File: src/rtl/rf_write_arbiter.sv
// rf_write_arbiter
// This block arbitrates two write requesters into one register-file write port.
// A clear sweep zeroes every row one per cycle after reset or on request.
// While the sweep runs the block reports Busy and grants nothing.
// While running, a single requester is granted at once. Two requesters
// alternate round-robin. Each granted write shows up on the registered
// WriteSelect/WriteData outputs one cycle later.

module rf_write_arbiter #(
  parameter int N     = 8,
  parameter int DEPTH = 32,
  parameter int AW    = 5
) (
  input  logic             CLK,
  input  logic             RST,
  input  logic             Req0,
  input  logic             Req1,
  input  logic [AW-1:0]    Addr0,
  input  logic [AW-1:0]    Addr1,
  input  logic [N-1:0]     Data0,
  input  logic [N-1:0]     Data1,
  output logic             Gnt0,
  output logic             Gnt1,
  input  logic             ClearReq,
  output logic             Busy,
  output logic [DEPTH-1:0] WriteSelect,
  output logic [N-1:0]     WriteData
);

  typedef enum logic {
    CLEAR = 1'b0,
    RUN   = 1'b1
  } state_t;

  localparam logic [AW-1:0] LAST_ROW = AW'(DEPTH - 1);

  state_t        state;
  logic [AW-1:0] clr_cnt;
  // rr_prio names the requester that wins the next contested cycle.
  logic          rr_prio;
  logic          run_ok;
  logic          gnt0;
  logic          gnt1;

  // An address outside the file decodes to no row rather than an aliased one.
  function automatic logic [DEPTH-1:0] onehot(input logic [AW-1:0] a);
    logic [DEPTH-1:0] v;
    v = '0;
    if (int'(a) < DEPTH) v[a] = 1'b1;
    return v;
  endfunction

  // Grants are possible only in RUN, outside reset, when no clear is requested.
  assign run_ok = !RST && (state == RUN) && !ClearReq;

  // Combinational grant: a lone requester wins, and a tie goes to rr_prio.
  always_comb begin
    gnt0 = 1'b0;
    gnt1 = 1'b0;
    if (run_ok) begin
      if (Req0 && Req1) begin
        gnt0 = !rr_prio;
        gnt1 = rr_prio;
      end else begin
        gnt0 = Req0;
        gnt1 = Req1;
      end
    end
  end

  assign Gnt0 = gnt0;
  assign Gnt1 = gnt1;
  assign Busy = (state == CLEAR) || RST;

  // Main state machine. It sequences the sweep and registers the selected write.
  always_ff @(posedge CLK) begin
    if (RST) begin
      state       <= CLEAR;
      clr_cnt     <= '0;
      WriteSelect <= '0;
      WriteData   <= '0;
      rr_prio     <= 1'b0;
    end else begin
      case (state)
        CLEAR: begin
          WriteSelect <= onehot(clr_cnt);
          WriteData   <= '0;
          if (clr_cnt == LAST_ROW) begin
            clr_cnt <= '0;
            state   <= RUN;
          end else begin
            clr_cnt <= clr_cnt + AW'(1);
          end
        end
        RUN: begin
          if (ClearReq) begin
            state       <= CLEAR;
            clr_cnt     <= '0;
            WriteSelect <= '0;
          end else if (gnt0) begin
            WriteSelect <= onehot(Addr0);
            WriteData   <= Data0;
            rr_prio     <= 1'b1;
          end else if (gnt1) begin
            WriteSelect <= onehot(Addr1);
            WriteData   <= Data1;
            rr_prio     <= 1'b0;
          end else begin
            WriteSelect <= '0;
          end
        end
        default: begin
          state       <= CLEAR;
          clr_cnt     <= '0;
          WriteSelect <= '0;
        end
      endcase
    end
  end

  // The two grants are mutually exclusive.
  a_single_grant : assert property (@(posedge CLK) !(Gnt0 && Gnt1));
  // The register file must never see two rows enabled together.
  a_onehot_sel : assert property (@(posedge CLK) $onehot0(WriteSelect));

endmodule

File: config.mk
export PLATFORM = sky130hd
export DESIGN_NAME = rf_write_arbiter
export DESIGN_NICKNAME = d
export VERILOG_FILES = /design/src/rtl/rf_write_arbiter.sv
export SDC_FILE = /design/constraint.sdc
export NUM_CORES = 1
export LEC_CHECK = 0
export BUFFER_PORTS_ARGS = -buffer_cell sky130_fd_sc_hd__buf_2
export CORE_ASPECT_RATIO = 0.75
export CORE_MARGIN = 4
export CORE_UTILIZATION = 46
export DETAILED_ROUTE_END_ITERATION = 7
export PLACE_DENSITY = 0.72
export SLEW_MARGIN = 20
export SYNTH_ARGS = -nofsm -noshare
export SYNTH_HDL_FRONTEND = slang
export SYNTH_SLANG_ARGS = --single-unit
File: constraint.sdc
create_clock -name CLK -period 2.08 [get_ports CLK]
set_input_delay 0.416 -clock CLK [delete_from_list [all_inputs] [get_ports CLK]]
set_output_delay 0.416 -clock CLK [all_outputs]
set_load 0.01 [all_outputs]
==> run_results.csv <==
group,metric,value,unit
detailed_routing,avgViaCountPerCell,6.26,
power_and_ir_drop,comb_power_share,11.2,%
clock_network,post-cts-setup-buffer-count,0,
detailed_routing,drt_iter0_drc,477,
clock_network,cts-root-buf,"clkbuf_8",
timing,timing.final.crit_share,97.5,%
synth,synth_seq_area_share,39.7,%
global_route,overflow,0,
cells_and_area,drive_above_1_share,30.1,%
synth,synthCells,288,
floorplan,core,4930,µm²
hold_path,holdPathStages,3,
timing,max_freq,0.493,GHz
setup_path,crit_arrival,1.61,ns
power_and_ir_drop,power.internal,0.00122,W
placement,portBuffers,73,
synth,synth_cell_types,38,
clock_network,clkSinkCount,47,
global_route,antenna_found_initial,0,
global_route,grt.total_usage,21.3,%
synth,avgSynthCellArea,8.24,µm²
floorplan,die_height,70.2,µm
placement,finalWeightedCongestion,0.962,
outcome,status,"completed",
power_and_ir_drop,switching_share,27.1,%
power_and_ir_drop,ir_drop,0.244,mV
timing,hold_violations,0,
timing,relSlewSlack,55.3,%
clock_network,htreeDepth,2,
clock_network,clk_pin_slew,0.09,ns
floorplan,placementRows,22,
floorplan,io_pins,74,
power_and_ir_drop,power.density,572,nW/µm²
clock_network,cts_max_path_buffers,2,
power_and_ir_drop,p_seq_share,55.2,%
timing,fin_skew,0.00498,ns
synth,ys_seq_elements,47,
synth,synthArstFlopShare,0,%
cells_and_area,most-common-layout-cells,"buf_2 (73), dfxtp_1 (47), a31oi_1 (29)",
setup_path,worst_setup_path_start_kind,"flip-flop",
power_and_ir_drop,clockPowerShare,33.6,%
timing,finalSetupViolCount,0,
floorplan,die_w,90.9,µm
synth,yosys_warnings,0,
setup_path,r2r_start,"clr_cnt[0]",
power_and_ir_drop,power.switching,0.000453,W
synth,syn-num-nets,324,
setup_path,required,1.66,ns
setup_path,critical_path.max_stage_delay,0.40,ns
timing,fin_crit,2.03,ns
cells_and_area,final_nets,391,
power_and_ir_drop,p_total,0.00167,W
setup_path,crit_chain,"or3b_4, buf_12, nor3b_4, buf_2",
detailed_routing,finalWirelength,7130,µm
detailed_routing,drtPass1Iterations,6,
timing,rsz0062_at_grt,"false",
setup_path,crit_type,"reg -> out",
timing,tightest_slew,0.668,ns
synth,synth_edf_count,0,
hold_path,hp-class,"in -> reg",
setup_path,end_kind,"output pin",
setup_path,r2r_cells,5,
timing,holdWs,0.364,ns
hold_path,holdPathEnd,"WriteData[4]",
detailed_routing,vias,2605,
synth,syn_area,2370,µm²
timing,slew_viol_final,0,
hold_path,worstHoldStart,"Data0[4]",
setup_path,regToRegEndpoint,"clr_cnt[2]",
detailed_routing,drc,0,
floorplan,initial_core_util,48.1,%
cells_and_area,final_common_cell,"buf_2",
detailed_routing,final_antenna_net_count,0,
power_and_ir_drop,p_leak,1.16,nW
clock_network,ctsHoldBuffers,0,
synth,ys.flop_type,"dfxtp_1",
run,drv_cap,0,
cells_and_area,fin_util,59.2,%
placement,dp_hpwl,5170,µm
timing,fin_setup_tns,0,ns
global_route,grt_pass1_wl,11000,µm
clock_network,cts_buffers,5,
setup_path,cp_slowest_cell,"or3b_4",
clock_network,clk_latency,0.31,ns
detailed_routing,wl_per_cell,17.1,µm
global_route,grt_max_degree,31,
setup_path,path_max_fanout,30,
cells_and_area,syn_to_final_growth,23.0,%
floorplan,die_area,6380,µm²
cells_and_area,diodes,0,
setup_path,reg2reg_slack,0.18,ns
clock_network,cts_tree,"done",
global_route,first_global_vias,2204,
cell usage after synthesis, types with 4 or more instances:
master | number | area share (%)
or3b_2 | 5 | 1.8
clkbuf_1 | 21 | 3.3
nand3b_1 | 5 | 1.6
nor2_1 | 12 | 1.9
nor3b_1 | 6 | 1.9
or3_1 | 4 | 1.1
a21oi_1 | 18 | 3.8
nand2_1 | 25 | 4.0
o22ai_1 | 28 | 7.4
dfxtp_1 | 47 | 40
a31oi_1 | 29 | 7.6
inv_1 | 4 | 0.63
nor4_1 | 27 | 7.1
a311oi_1 | 10 | 3.7
ha_1 | 5 | 2.6
nor3_1 | 4 | 0.84
area by class of cell:
| class | instances | area, µm² |
|---|---|---|
| Timing Repair Buffer | 87 | 483 |
| Inverter | 4 | 15.0 |
| Clock inverter | 3 | 18.8 |
| Multi-Input combinational cell | 210 | 1320 |
| Clock buffer | 5 | 68.8 |
| Fill cell | 444 | 2010 |
| Sequential cell | 47 | 941 |
| Tap cell | 60 | 75.1 |
kinds of logic (layout without fill, tap and decap cells):
kind of cell	after synthesis	after routing	share of synthesized area, %
and+or+nand+nor	112	112	27.4
DFF	47	47	39.7
buffers and inverters	31	99	5.38
adders and majority gates	5	5	2.64
AOI/OAI and AO/OA	93	93	24.9
critical path: cells and delay by family, from the launching register on:
family,cells,cell delay [ns]
and+or+nand+nor,2,0.60
DFF,1,0.34
buffers and inverters,2,0.34
metrics by stage:
stage               instances  setup WS, ns  cell area [µm²]
finish                    416        0.0530             2920
global route              416      0.000897             2920
CTS                       416       0.00949             2910
detailed placement        408        0.0739             2820
global placement          408         0.132             2820
floorplan                 288         0.280             2370
state kept, by name, summed over array words and instances (netlist names):
register	cells
clr_cnt	5
state	1
WriteData	8
WriteSelect	32
rr_prio	1
how the worst max path moves through the flow:
stage	slack (ns)	startpoint	cells after the start	to
floorplan	0.28	ClearReq	3	Gnt1
global placement	0.13	ClearReq	5	Gnt0
detailed placement	0.07	ClearReq	5	Gnt1
CTS	0.009	state	4	Gnt0
global route	0.0009	state	4	Gnt1
finish	0.05	state	4	Gnt1
power groups by stage:
stage               Sequential [W]  Clock [W]  Combinational [W]
finish                    0.000922   0.000561           0.000186
global route              0.000924   0.000603           0.000203
detailed placement        0.000943          0           0.000179
global placement          0.000942          0           0.000176
floorplan                 0.000940          0          0.0000989
CTS                       0.000922   0.000567           0.000180
repair_timing:
item,in CTS,in global routing
gates resized for setup,1,3
endpoints found under the setup margin,1,2
endpoints found under the hold margin,0,0
metal layers:
layer	part of all wire [%]	GRT usage (%)	vias to the layer above
met5	0	0	-
met1	46	31.2	1171
met2	40	29.5	167
li1	-	-	1251
met4	1.2	5.02	0
met3	13	7.53	16
(Power assumes the default switching activity.)
